`config.mk`:
```
export PLATFORM = sky130hd
export DESIGN_NAME = alu_ctrl
export DESIGN_NICKNAME = d
export VERILOG_FILES = /design/src/rtl/alu_pkg.sv /design/src/rtl/alu_ctrl_regfile.sv /design/src/rtl/alu_ctrl.sv
export SDC_FILE = /design/constraint.sdc
export NUM_CORES = 1
export LEC_CHECK = 0
export CAP_MARGIN = 20
export CORE_MARGIN = 2
export CORE_UTILIZATION = 45
export DETAILED_ROUTE_END_ITERATION = 12
export GPL_TIMING_DRIVEN = 0
export PLACE_DENSITY = 0.72
export RECOVER_POWER = 100
export SLEW_MARGIN = 0
export SYNTH_ARGS = -nofsm -noshare
export SYNTH_HDL_FRONTEND = slang
export SYNTH_SLANG_ARGS = --single-unit
```
`constraint.sdc`:
```
create_clock -name clk -period 7.15 [get_ports clk]
set_input_delay 1.43 -clock clk [delete_from_list [all_inputs] [get_ports clk]]
set_output_delay 1.43 -clock clk [all_outputs]
set_load 0.05 [all_outputs]
```
`src/rtl/alu_pkg.sv`:
```
// alu_pkg: shared definitions for the ALU and its instruction-side controller.
// Holds the 4-bit ALU opcode encoding, the instruction op codes that do not map
// one-to-one onto ALU opcodes, the instruction field positions, the controller
// state encoding and a small decode helper.
package alu_pkg;

  // ALU opcode encoding
  localparam logic [3:0] OP_ADD   = 4'b0000;
  localparam logic [3:0] OP_SUB   = 4'b0001;
  localparam logic [3:0] OP_AND   = 4'b0010;
  localparam logic [3:0] OP_OR    = 4'b0011;
  localparam logic [3:0] OP_NOR   = 4'b0100;
  localparam logic [3:0] OP_XOR   = 4'b0101;
  localparam logic [3:0] OP_XNOR  = 4'b0110;
  localparam logic [3:0] OP_NAND  = 4'b0111;
  localparam logic [3:0] OP_PASSA = 4'b1000;
  localparam logic [3:0] OP_PASSB = 4'b1001;
  localparam logic [3:0] OP_ZERO  = 4'b1010;

  // Instruction op codes outside the direct ALU range
  localparam logic [3:0] I_CMP = 4'b1011;
  localparam logic [3:0] I_LDI = 4'b1111;

  // Instruction field bit positions
  localparam int F_OP_HI  = 15;
  localparam int F_OP_LO  = 12;
  localparam int F_RD_HI  = 11;
  localparam int F_RD_LO  = 10;
  localparam int F_RS1_HI = 9;
  localparam int F_RS1_LO = 8;
  localparam int F_RS2_HI = 7;
  localparam int F_RS2_LO = 6;
  localparam int F_IMM_HI = 7;
  localparam int F_IMM_LO = 0;

  // Register file geometry
  localparam int NUM_REGS = 4;
  localparam int REG_AW   = 2;

  typedef enum logic [2:0] {
    ST_IDLE   = 3'd0,
    ST_DECODE = 3'd1,
    ST_ISSUE  = 3'd2,
    ST_WAIT   = 3'd3,
    ST_WB     = 3'd4
  } state_t;

  typedef enum logic [1:0] {
    K_ALU = 2'd0,
    K_CMP = 2'd1,
    K_LDI = 2'd2,
    K_ILL = 2'd3
  } kind_t;

  // Classify an instruction op code into its execution kind
  function automatic kind_t decode_kind(input logic [3:0] op);
    kind_t k;
    case (op)
      I_CMP:         k = K_CMP;
      I_LDI:         k = K_LDI;
      4'b1100,
      4'b1101,
      4'b1110:       k = K_ILL;
      default:       k = K_ALU;   // 0000..1010 map straight onto the ALU
    endcase
    return k;
  endfunction

endpackage

```
`src/rtl/alu_ctrl_regfile.sv`:
```
// alu_ctrl_regfile: 4 x WIDTH register file for the ALU controller.
// Ports: clk/rst (async active-high, clears all registers), one write port
// (we/waddr/wdata), two combinational operand read ports (raddr_a/rdata_a,
// raddr_b/rdata_b) and one combinational debug read port (dbg_addr/dbg_data).
module alu_ctrl_regfile
  import alu_pkg::*;
#(
  parameter int WIDTH = 8
) (
  input  logic              clk,
  input  logic              rst,
  input  logic              we,
  input  logic [REG_AW-1:0] waddr,
  input  logic [WIDTH-1:0]  wdata,
  input  logic [REG_AW-1:0] raddr_a,
  output logic [WIDTH-1:0]  rdata_a,
  input  logic [REG_AW-1:0] raddr_b,
  output logic [WIDTH-1:0]  rdata_b,
  input  logic [REG_AW-1:0] dbg_addr,
  output logic [WIDTH-1:0]  dbg_data
);

  logic [WIDTH-1:0] regs_r [NUM_REGS];

  // Register storage with single write port
  always_ff @(posedge clk or posedge rst) begin
    if (rst) begin
      for (int i = 0; i < NUM_REGS; i++) begin
        regs_r[i] <= {WIDTH{1'b0}};
      end
    end else if (we) begin
      regs_r[waddr] <= wdata;
    end
  end

  assign rdata_a  = regs_r[raddr_a];
  assign rdata_b  = regs_r[raddr_b];
  assign dbg_data = regs_r[dbg_addr];

endmodule

```
`src/rtl/alu_ctrl.sv`:
```
// alu_ctrl: instruction-side initiator for the ALU opcode interface.
// Accepts 16-bit instructions (instr_valid/instr_ready), decodes them to the
// ALU opcode encoding, issues operands from the register file for one cycle
// (alu_req/alu_opcode/alu_a/alu_b), waits ALU_LAT cycles, captures
// alu_result/alu_cout and writes back the result plus Z/C flags (flag_z/flag_c).
// illegal pulses for one cycle on an undefined op; busy is high outside IDLE;
// dbg_addr/dbg_data give a combinational view of the register file.
module alu_ctrl
  import alu_pkg::*;
#(
  parameter int WIDTH   = 8,
  parameter int ALU_LAT = 1
) (
  input  logic              clk,
  input  logic              rst,
  input  logic              instr_valid,
  output logic              instr_ready,
  input  logic [15:0]       instr,
  output logic              alu_req,
  output logic [3:0]        alu_opcode,
  output logic [WIDTH-1:0]  alu_a,
  output logic [WIDTH-1:0]  alu_b,
  input  logic [WIDTH-1:0]  alu_result,
  input  logic              alu_cout,
  output logic              flag_z,
  output logic              flag_c,
  output logic              illegal,
  output logic              busy,
  input  logic [REG_AW-1:0] dbg_addr,
  output logic [WIDTH-1:0]  dbg_data
);

  localparam logic [2:0] LAT_INIT = 3'(ALU_LAT - 1);

  state_t           state_r, state_nx_s;
  logic [15:0]      instr_r;
  kind_t            kind_s;
  logic [2:0]       cnt_r;
  logic [WIDTH-1:0] res_r;
  logic             cout_r;
  logic             alu_req_r, illegal_r, flag_z_r, flag_c_r;
  logic [3:0]       alu_opcode_r;
  logic [WIDTH-1:0] alu_a_r, alu_b_r;
  logic [WIDTH-1:0] rdata_a_s, rdata_b_s, imm_ext_s, wdata_s;
  logic             accept_s, load_issue_s, rf_we_s, flag_we_s, ill_set_s;

  assign kind_s    = decode_kind(instr_r[F_OP_HI:F_OP_LO]);
  // The size cast zero-extends for WIDTH>8 and truncates for WIDTH<8
  assign imm_ext_s = WIDTH'(instr_r[F_IMM_HI:F_IMM_LO]);

  alu_ctrl_regfile #(.WIDTH(WIDTH)) u_regfile (
    .clk      (clk),
    .rst      (rst),
    .we       (rf_we_s),
    .waddr    (instr_r[F_RD_HI:F_RD_LO]),
    .wdata    (wdata_s),
    .raddr_a  (instr_r[F_RS1_HI:F_RS1_LO]),
    .rdata_a  (rdata_a_s),
    .raddr_b  (instr_r[F_RS2_HI:F_RS2_LO]),
    .rdata_b  (rdata_b_s),
    .dbg_addr (dbg_addr),
    .dbg_data (dbg_data)
  );

  // FSM state register
  always_ff @(posedge clk or posedge rst) begin
    if (rst) begin
      state_r <= ST_IDLE;
    end else begin
      state_r <= state_nx_s;
    end
  end

  // FSM next-state logic
  always_comb begin
    state_nx_s = state_r;
    case (state_r)
      ST_IDLE:   state_nx_s = instr_valid ? ST_DECODE : ST_IDLE;
      ST_DECODE: begin
        case (kind_s)
          K_ALU, K_CMP: state_nx_s = ST_ISSUE;
          K_LDI:        state_nx_s = ST_WB;
          default:      state_nx_s = ST_IDLE;
        endcase
      end
      ST_ISSUE:  state_nx_s = ST_WAIT;
      ST_WAIT:   state_nx_s = (cnt_r == 3'd0) ? ST_WB : ST_WAIT;
      ST_WB:     state_nx_s = ST_IDLE;
      default:   state_nx_s = ST_IDLE;
    endcase
  end

  // FSM output decode: per-state strobes for the datapath registers
  always_comb begin
    accept_s     = 1'b0;
    load_issue_s = 1'b0;
    rf_we_s      = 1'b0;
    flag_we_s    = 1'b0;
    ill_set_s    = 1'b0;
    wdata_s      = res_r;
    case (state_r)
      ST_IDLE:   accept_s = instr_valid;
      ST_DECODE: begin
        // Operands are captured on the edge into ISSUE; every earlier
        // writeback has already landed, so dependent instructions see it.
        load_issue_s = (kind_s == K_ALU) || (kind_s == K_CMP);
        ill_set_s    = (kind_s == K_ILL);
      end
      ST_WB: begin
        rf_we_s   = (kind_s == K_ALU) || (kind_s == K_LDI);
        flag_we_s = (kind_s == K_ALU) || (kind_s == K_CMP);
        wdata_s   = (kind_s == K_LDI) ? imm_ext_s : res_r;
      end
      default: accept_s = 1'b0;
    endcase
  end

  // Datapath registers: instruction latch, issue outputs, latency counter,
  // captured ALU response, flags and illegal pulse
  always_ff @(posedge clk or posedge rst) begin
    if (rst) begin
      instr_r      <= 16'h0000;
      alu_req_r    <= 1'b0;
      alu_opcode_r <= 4'b0000;
      alu_a_r      <= {WIDTH{1'b0}};
      alu_b_r      <= {WIDTH{1'b0}};
      cnt_r        <= 3'd0;
      res_r        <= {WIDTH{1'b0}};
      cout_r       <= 1'b0;
      flag_z_r     <= 1'b0;
      flag_c_r     <= 1'b0;
      illegal_r    <= 1'b0;
    end else begin
      if (accept_s) begin
        instr_r <= instr;
      end
      alu_req_r <= load_issue_s;
      if (load_issue_s) begin
        alu_opcode_r <= (kind_s == K_CMP) ? OP_SUB : instr_r[F_OP_HI:F_OP_LO];
        alu_a_r      <= rdata_a_s;
        alu_b_r      <= rdata_b_s;
      end
      if (state_r == ST_ISSUE) begin
        cnt_r <= LAT_INIT;
      end else if ((state_r == ST_WAIT) && (cnt_r != 3'd0)) begin
        cnt_r <= cnt_r - 3'd1;
      end
      if ((state_r == ST_WAIT) && (cnt_r == 3'd0)) begin
        res_r  <= alu_result;
        cout_r <= alu_cout;
      end
      if (flag_we_s) begin
        flag_z_r <= (res_r == {WIDTH{1'b0}});
        flag_c_r <= cout_r;
      end
      illegal_r <= ill_set_s;
    end
  end

  assign instr_ready = (state_r == ST_IDLE) && !rst;
  assign busy        = (state_r != ST_IDLE);
  assign alu_req     = alu_req_r;
  assign alu_opcode  = alu_opcode_r;
  assign alu_a       = alu_a_r;
  assign alu_b       = alu_b_r;
  assign flag_z      = flag_z_r;
  assign flag_c      = flag_c_r;
  assign illegal     = illegal_r;

endmodule
```
## Word-level counts from Yosys, hierarchy flattened

Index checks and enable logic that the tools add are counted.

- Add/subtract/negate cells: 1
- Multipliers: 0
- Divide/modulo/power cells: 0
- $lt $le $gt $ge: 5
- Equality and inequality tests: 12
- Shift-type cells: 0
- Mux-type cells: 27
- Bitwise gates (word level): 4
- Reductions and logical operators: 16

Operators by type and width:

| cell | number |
|---|---|
| $mux W8 | 9 |
| $bmux W8 S2 | 3 |
| $bwmux W32 | 1 |
| $eq A4 B4 Y1 const B | 5 |
| $demux W8 S2 | 1 |
| $ge A3 B3 Y1 const B | 4 |
| $not A2 Y3 | 4 |
| $pmux W3 S4 | 1 |
| $mux W3 | 3 |
| $logic_not A8 Y1 | 1 |
| $eq A3 B2 Y1 const B | 2 |
| $logic_not A3 Y1 | 2 |
| $mux W1 | 6 |
| $pmux W2 S3 | 1 |
| $pmux W3 S2 | 1 |
| $reduce_bool A3 Y1 | 2 |
| $eq A2 B2 Y1 const B | 2 |
| $logic_and A1 B1 Y1 | 4 |
| $mux W4 | 1 |
| $eq A3 B1 Y1 const B | 1 |
| $eq A3 B3 Y1 const B | 1 |
| $lt A3 B1 Y1 const B | 1 |
| $reduce_or A3 Y1 | 1 |
| $sub A3 B1 Y3 const B | 1 |
| 6 further kinds | 7 |

- Flip-flop bits (word level): 87
- Bits in latches: 0
- Bits in writable memories: 0
- Bits in read-only memories: 0
- Input bits: 30
- Output and inout port bits: 34
- Word-level logic and storage cells: 81
- Memories kept: 0

## Depth between registers and ports, before layout

Gate-level depths: netlist of run 1.

- Depth in word-level cells: 7
- Gate-level depth with buffers: 5
- Mapped depth without buffers: 5

## Hierarchy

A second synthesis of run 1 with hierarchy kept.

- Cells, all modules: 262
- Area, all modules: 4227.8 um^2

By module, submodules not included:

| module | instances | cells each | area each (um^2) | sequential area each (um^2) |
|---|---|---|---|---|
| alu_ctrl | 1 | 163 | 2441.1 | 1376.3 |
| alu_ctrl_regfile | 1 | 99 | 1786.7 | 800.8 |

## Worst setup path before layout of run 1

OpenSTA, ideal clock, no wires.

- Path kind: input to output
- Start point: in dbg_addr[0]
- End point: out dbg_data[0]
- Data arrival time: 2.551 ns
- Data required time: 5.720 ns
- Path slack: 3.169 ns
- Cell stages on the path: 2
- Buffers on the path: 1
- Path through: clkbuf_1 > mux4_2

- Word-level cells in the longest chain between the ends: 4

Ends and longest elaborated chain:

| element | RTL line | RTL |
|---|---|---|
| start: declaration | alu_ctrl.sv:29 | `input logic [REG_AW-1:0] dbg_addr,` |
| $not A2 Y3 (not written as such) | alu_ctrl_regfile.sv:38 | `assign dbg_data = regs_r[dbg_addr];` |
| $bmux W8 S2 | alu_ctrl_regfile.sv:38 |  |
| $mux W8 (not written as such) (2 in a row) | alu_ctrl_regfile.sv:38 |  |
| end: declaration | alu_ctrl.sv:30 | `output logic [WIDTH-1:0] dbg_data` |

No other way between the ends. The select of a mux whose other input is x is not followed.

==> impl.org, run 1 <==
** Synth
- The biggest area contributor in the post-synthesis netlist is dfrtp_1.
- Most frequently used flop master after synthesis :: dfrtp_1
- Cell count after synthesis :: 267
- For this run, the number of Yosys warnings is 0.
- Net count of the mapped netlist :: 299
- In this run, synthesis produced a sequential element count of 87.
- In this run the mean area of a mapped cell was 15.6 um^2.
- By area the synthesized netlist is led by dfrtp_1, mux2_2, mux4_2.
- Commonest cells in the netlist :: dfrtp_1, mux2_2, mux4_2
- Of the synthesized area, sequential elements account for 0.523.
- Number of enable-type register cells in the synthesized netlist :: 0
- Count of different cell masters after synthesis :: 36
- Library cell with the highest instance count after synthesis :: dfrtp_1
- Counting flops with an async set or reset pin after synthesis yields a share of 1.00.
- The share of synthesized area in the top cell type comes to 0.523.
- Synthesized area :: 4160 um^2

** GRT
- Met2 routing resource usage after global routing :: 0.305
- Entering global routing, the biggest net connects 49 pins.
- Via count of the first global-routing pass :: 2633
- Summed over all layers, the global routing overflow is 0.
- Overall track demand over capacity in global routing :: 0.179
- The first global-routing pass estimated 13500 um of wire.
- For this run, global-route usage on met1 was measured as 0.228.
- Gr busiest metal :: met2
- In the global route stage, met3 resource usage came out at 0.0258.
- The number of antenna violations at the first check in global routing came to 0.

** Worst hold path
- Worst Min Path Start :: alu_a[1]$_DFFE_PP0P_
- The worst hold path terminates at alu_a[1]$_DFFE_PP0P_.
- Number of cells on the worst hold path :: 1
- Worst min-delay path class :: flop to flop

** CTS
- CTS max path bufs :: 2
- Inserted Clock Buffers :: 9
- Resized Gates After CTS :: 0
- Number of clock sinks seen by CTS :: 87
- Clock root buffer :: clkbuf_8
- Clock latency on the worst-skew pair, taken at its later pin, is 0.35 ns.
- TritonCTS built the clock tree.
- Post-CTS setup-driven buffer insertion count :: 0
- Clock-pin slew of the registers on the worst-case setup and hold paths :: 0.08 ns
- In this run the number of H-tree levels came out at 3.
- # hold bufs at CTS :: 0

** Routing
- Routed Wire Length :: 8230 um
- In the final routed layout, each cell accounts on average for 18.0 um.
- Detailed routing inserted a total of 2522 vias.
- For this block, the initial DRC count from the detailed router was 81.
- Via density :: 5.53
- Routed Antenna Nets :: 0
- DRT Pass-1 Iters :: 4
- Number of design rule violations left after detail routing :: 0

** Place
- In this run the tool buffered the top-level ports with 61 buffer cells.
- Final HPWL from detailed placement :: 5840 um
- GPL Wtd Cong :: 0.775
- The number of placed instances, taps included, is 440.

** STA
- Number of hold violations in the final report :: 0
- Max Fclk :: 0.199 GHz
- Unrepaired setup endpoints after global routing :: no
- Minimum period implied by the final worst setup slack :: 5.04 ns
- Setup total negative slack on the finished layout was measured at 0 ns.
- Final count of negative-setup-slack endpoints :: 0
- Dividing the final minimum period by the clock period gives 0.704.
- At the pin with the least slew margin, the transition time is 3.48 ns.
- Worst slew margin relative to its limit :: -1.38
- Worst setup skew after layout :: 0.00720 ns
- Count of pins over their slew limit :: 126

** Worst setup path
- STA classifies the critical path endpoint as an async pin.
- CP max FO :: 48
- Worst-case reg-to-reg path depth :: 5
- Req. time, crit path :: 7.07 ns
- Reg2reg setup slack :: 2.74 ns
- Data arrival time of the critical path :: 4.96 ns
- Critical R2R Capture :: u_regfile.regs_r[31]$_DFFE_PP0P_
- The worst register-to-register path begins at state_r[0]$_DFF_PP0_.
- Launching element type of the critical path :: primary input
- Crit path kind :: primary input to async pin

** Floorplanning
- The die covers 10000 um^2.
- Die Wd :: 100 um
- Pin placement for this block handled 64 I/O pins.
- In this run the vertical extent of the chip is 100 um.
- The core region is 9110 um^2.
- The initial utilization of the core area, before any placement, comes to 0.457.
- Number of placement rows :: 35

** Power and ir drop
- In this run the static leakage power is 0.00223 uW.
- Worst vdd rail ir drop :: 0.153 mV
- In this run the power density over the cells is 447 nW/um^2.

** Flow run
- Max-cap check violation count :: 6

** Run status
- The run finished, with violations left.
- Violated checks :: max-capacitance violations, max-slew violations

** Layout
- The repair_antennas step left the layout with diodes totalling 0.
- The area growth from synthesis to layout is 20.4%.
- The layout has 776 filler cells.
- Total number of nets in the final design :: 372
- Of the cells placed in the final design, the portion with a size suffix greater than 1 is 0.287.
- For this run, the number of standard cells in the final layout without fillers is 456.
==> layer usage <==
layer,vias up,wire length (um),share of wire
met5,-,0,0
met4,0,158,0.019
met3,13,268,0.033
met2,53,4180,0.51
met1,1302,3620,0.44
li1,1154,-,-
==> power breakdown <==
part | switching [uW] | internal (uW) | total, uW
combinational | 565 | 507 | 1070
clock | 167 | 145 | 312
sequential | 156 | 699 | 855
==> cells by family after synthesis <==
kind of cell,Yosys count,share of synthesized area
adder cells (fa/ha/maj),2,0.00601
flip-flops,87,0.523
AO/OA/AOI/OAI,17,0.0484
buffers and inverters,19,0.0189
multiplexers,107,0.354
AND/OR/NAND/NOR,35,0.0496
==> through the flow <==
| step | power, uW | setup WS, ns | hold WS (ns) | area, um^2 | util |
|---|---|---|---|---|---|
| 2_1_floorplan | 1700 | 3.17 | 0.456 | 4160 | - |
| 3_3_place_gp | 1990 | 2.09 | 0.482 | 4910 | 0.539 |
| 3_5_place_dp | 2020 | 2.40 | 0.493 | 4940 | 0.543 |
| 4_1_cts | 2340 | 2.40 | 0.502 | 5120 | 0.562 |
| 5_1_grt | 2380 | 1.39 | 0.530 | 5010 | 0.550 |
| 6_report | 2240 | 2.11 | 0.501 | 5010 | 0.550 |
==> flip-flops by register name, summed over array words and instances (netlist names), 3 cells and up <==
| name | count |
|---|---|
| alu_a | 8 |
| cnt_r | 3 |
| alu_opcode | 4 |
| instr_r | 16 |
| u_regfile.regs_r | 32 |
| state_r | 3 |
| alu_b | 8 |
| res_r | 8 |
==> placed cells by master (no fill, tap or decap), types with 4 or more instances in the layout <==
cell,n
dlygate4sd3_1,36
mux4_2,24
nand2_1,7
o21ai_0,5
a2111oi_0,4
mux2_1,26
nand2b_1,6
clkbuf_1,15
nor2_1,6
inv_1,4
clkdlybuf4s50_1,25
clkbuf_8,11
dfrtp_1,87
mux2_2,57
==> critical path: stages <==
cell	delay [ns]
dlygate4sd3_1	0.57
clkinvlp_2	1.01
clkbuf_1	1.89
==> worst max-delay path by stage <==
stage,start,end,slack (ns),depth (start not counted)
2_1_floorplan,dbg_addr[0],dbg_data[0],3.17,2
3_3_place_gp,rst,alu_a[6]$_DFFE_PP0P_,2.09,2
5_1_grt,rst,alu_a[3]$_DFFE_PP0P_,1.39,3
4_1_cts,dbg_addr[0],dbg_data[0],2.40,3
6_report,rst,u_regfile.regs_r[10]$_DFFE_PP0P_,2.11,3
3_5_place_dp,dbg_addr[0],dbg_data[0],2.40,3
==> layout make-up <==
cell class,count,area (um^2),area share
flip-flops and latches,87,2180,0.434
multi-input cells,161,1830,0.366
repair buffers,62,614,0.123
clock buffers,13,159,0.0317
well taps,111,139,0.0277
plain buffers,14,53.8,0.0107
inverters,5,20.0,0.00399
clock inverters,3,17.5,0.00349
No activity file was read; power rests on OpenSTA's default activity.
==> run 2: changes to the inputs <==
- PLACE_DENSITY: 0.72 -> 0.74
- clock period: 7.15 -> 4.15 ns (I/O delays scaled with it)
==> impl.org, run 2 (synthesized netlist as in run 1, its figures left out) <==
** Run status
- Status: complete, but fails checks (unchanged).
- Violated checks :: max-capacitance violations, max-slew violations (unchanged)

** Layout
- Most common library cell in the layout ignoring fill and taps :: dfrtp_1 (unchanged)
- Largest reg by FF count :: u_regfile.regs_r (unchanged)
- The sequential cell area in the final layout is 2180 um^2 (unchanged).
- Area Growth Syn to Fin :: 22.2% (was 20.4%)
- Max reg flops :: 32 (unchanged)
- ANT cells :: 0 (unchanged)
- Final instance area :: 5090 um^2 (was 5010 um^2)
- The number of fill cells is 767 (was 776).
- Multi-input gate area in the final layout :: 1840 um^2 (was 1830 um^2)
- Commonest cells after routing, fill and taps aside: dfrtp_1, mux2_2, dlygate4sd3_1, clkdlybuf4s50_1, mux4_2 (was dfrtp_1, mux2_2, dlygate4sd3_1, mux2_1, clkdlybuf4s50_1).
- The final core utilization was 0.559 (was 0.550).
- Biggest regs: u_regfile.regs_r x32, instr_r x16 (unchanged).
- The number of nets at the end of the flow came to 372 (unchanged).
- Share of layout cells above drive strength 1 :: 0.354 (was 0.287)

** Floorplanning
- The effective utilization at floorplan was 0.457 (unchanged).
- Core box area :: 9110 um^2 (unchanged)
- Top-Level Pins :: 64 (unchanged)
- The x dimension of the die was 100 um (unchanged).
- The overall die area came to 10000 um^2 (unchanged).
- The site row count was 35 (unchanged).
- The overall die height was 100 um (unchanged).

** Routing
- Sum of met3 wire segment lengths after detailed routing :: 288 um (was 268 um)
- The number of DRC violations after detailed routing came to 0 (unchanged).
- Number of DRC markers in iteration 0 :: 100 (was 81)
- The aggregate routed wire length was 8430 um (was 8230 um).
- Sum of met2 wire segment lengths after detailed routing :: 3940 um (was 4180 um)
- The number of antenna-violating nets in the routed design came to 0 (unchanged).
- The count of TritonRoute iterations in the first routing pass came to 4 (unchanged).
- The routed length on met1 came to 4030 um (was 3620 um).
- Overall via count from detail_route :: 2532 (was 2522)
- Via density :: 5.55 (was 5.53)
- Post-DR wirelength/cell :: 18.5 um (was 18.0 um)
- Uppermost layer routed :: met4 (unchanged)

** GRT
- The total routing resource utilization after global routing came to 0.185 (was 0.179).
- Initial antenna violation count :: 0 (unchanged)
- Wire length of the first global-routing pass :: 14000 um (was 13500 um)
- Remaining Overflow, GRT :: 0 (unchanged)
- Via count of the first global-routing pass :: 2594 (was 2633)
- The maximum number of pins on one net before global-route repair was 59 (was 49).

** Power and ir drop
- Register share of total power :: 0.364 (was 0.382)
- Standby leakage power :: 0.00224 uW (was 0.00223 uW)
- Int Power :: 2500 uW (was 1350 uW)
- The switching power as a share of total power came to 0.386 (was 0.397).
- Switching Power :: 1570 uW (was 888 uW)
- The part of the total power dissipated in the clock network came to 0.176 (was 0.139).
- The part of the power in combinational logic was 0.461 (was 0.479).
- PD cells :: 800 nW/um^2 (was 447 nW/um^2)
- Worst vdd rail ir drop :: 0.290 mV (was 0.153 mV)

** CTS
- Post-CTS setup-driven buffer insertion count :: 0 (unchanged)
- The clock tree from TritonCTS is built (unchanged).
- The TritonCTS buffer count was 9 (unchanged).
- The number of H-tree levels came to 3 (unchanged).
- The count of hold-fix buffers inserted at cts was 0 (unchanged).
- CTS max path bufs :: 2 (unchanged)
- Clock-pin slew of the registers on the worst-case setup and hold paths :: 0.08 ns (about the same)
- Resized Gates After CTS :: 0 (unchanged)
- Number of clock sinks seen by CTS :: 87 (unchanged)
- The buffer cell driving the clock tree root is clkbuf_8 (unchanged).
- The clock insertion delay at the later pin of the skew report came to 0.36 ns (was 0.35 ns).

** STA
- The setup TNS is 0 ns (unchanged).
- Minimum period implied by the final worst setup slack :: 3.60 ns
- The total count of hold-check failures in the final report is 0 (unchanged).
- The minimum hold slack was 0.501 ns (about the same).
- In the finished design, the share of the clock period the worst path needs comes to 0.867.
- The largest clock skew in the final design was 0.0104 ns (was 0.00720 ns).
- Worst slew pin tran :: 2.39 ns (was 3.48 ns)
- The final-report setup violation count came to 0 (unchanged).
- Max Fclk :: 0.278 GHz
- The final count of pins violating max slew came to 36 (was 126).
- The relative slew slack came to -0.595 (was -1.38).
- Post-route setup slack :: 0.551 ns (was 2.11 ns)
- Unrepaired setup endpoints after global routing :: no (unchanged)

** Worst setup path
- Start of the worst register-to-register path :: state_r[0]$_DFF_PP0_ (unchanged)
- Critical R2R Capture :: u_regfile.regs_r[11]$_DFFE_PP0P_ (was u_regfile.regs_r[31]$_DFFE_PP0P_)
- Crit-path max cell delay :: 0.78 ns (was 1.89 ns)
- Req. time, crit path :: 3.32 ns (was 7.07 ns)
- Reg2reg setup slack :: 0.55 ns (was 2.74 ns)
- The startpoint kind of the worst setup timing path is a primary input (unchanged).
- CP Cell Sequence: clkbuf_1, mux4_2, dlygate4sd3_1 (was dlygate4sd3_1, clkinvlp_2, clkbuf_1).
- The nature of the critical path endpoint is an output port (was async pin).
- Data arrival time of the critical path :: 2.77 ns (was 4.96 ns)
- Worst-case reg-to-reg path depth :: 5 (unchanged)
- The maximum fanout count along the critical path is 8 (was 48).
- The cell with the biggest individual delay on the critical path is dlygate4sd3_1 (was clkbuf_1).
- The type of the setup path with the least slack was primary input to output port (was primary input to async pin).

** Place
- Pre-CTS setup slack :: 0.567 ns (was 2.40 ns)
- Placed Instance Area :: 4940 um^2 (unchanged)
- Number of port buffers :: 61 (unchanged)
- Final HPWL from detailed placement :: 5850 um (was 5840 um)
- GPL Wtd Cong :: 0.779 (was 0.775)

** Flow run
- Max-cap check violation count :: 4 (was 6)

** Worst hold path
- The worst min-delay path category was flop to flop (unchanged).
- Worst Min Path Start :: alu_b[7]$_DFFE_PP0P_ (was alu_a[1]$_DFFE_PP0P_)
- Number of cells on the worst hold path :: 1 (unchanged)
- The endpoint of the worst hold path is alu_b[7]$_DFFE_PP0P_ (was alu_a[1]$_DFFE_PP0P_).
run 2: cell count changes in the layout (fill, tap and decap cells not counted), moves of 2 or more:
cell / change
mux2_1: -20
mux2_2: +20
a2111oi_0: -4
a2111oi_1: +4
bufinv_16: +3
clkbuf_1: -3
clkbuf_8: -2
run 2: through the flow:
| step | total power, uW | instances |
|---|---|---|
| after floorplan | 2930 | 267 |
| after global placement | 3430 | 439 |
| after detailed placement | 3500 | 440 |
| after CTS | 4220 | 456 |
| after global routing | 4310 | 456 |
| final | 4070 | 456 |
run 2: worst max path at each step:
stage / depth (start not counted) / startpoint / endpoint / slack (ns)
6_report: 3 / dbg_addr[0] / dbg_data[1] / 0.55
3_3_place_gp: 2 / rst / alu_b[6]$_DFFE_PP0P_ / -0.26
4_1_cts: 3 / dbg_addr[0] / dbg_data[1] / 0.56
2_1_floorplan: 1 / rst / alu_a[0]$_DFFE_PP0P_ / 1.07
5_1_grt: 3 / rst / u_regfile.regs_r[17]$_DFFE_PP0P_ / 0.38
3_5_place_dp: 3 / dbg_addr[0] / dbg_data[1] / 0.57
run 2: critical path, delay by kind of cell:
kind	cells	cell delay (ns)
multiplexers	1	0.61
buffers and inverters	2	1.33
run 2: area by class of cell:
cell class / instances / share of cell area
flip-flops and latches: 87 / 0.428
clock buffers: 9 / 0.0243
plain buffers: 14 / 0.0106
repair buffers: 62 / 0.121
inverters: 5 / 0.00394
clock inverters: 7 / 0.0236
well taps: 111 / 0.0273
multi-input cells: 161 / 0.361
run 2: power groups by stage:
stage          combinational (uW)  sequential (uW)  clock, uW
6_report                     1880             1480        715
3_5_place_dp                 2000             1500          0
2_1_floorplan                1280             1650          0
3_3_place_gp                 1960             1470          0
5_1_grt                      2010             1540        769
4_1_cts                      2010             1480        729
run 2: metal layers:
metal,track usage,vias to the layer above
met5,0,-
met4,0.0759,0
met3,0.0306,13
met2,0.283,54
met1,0.266,1310
li1,-,1155
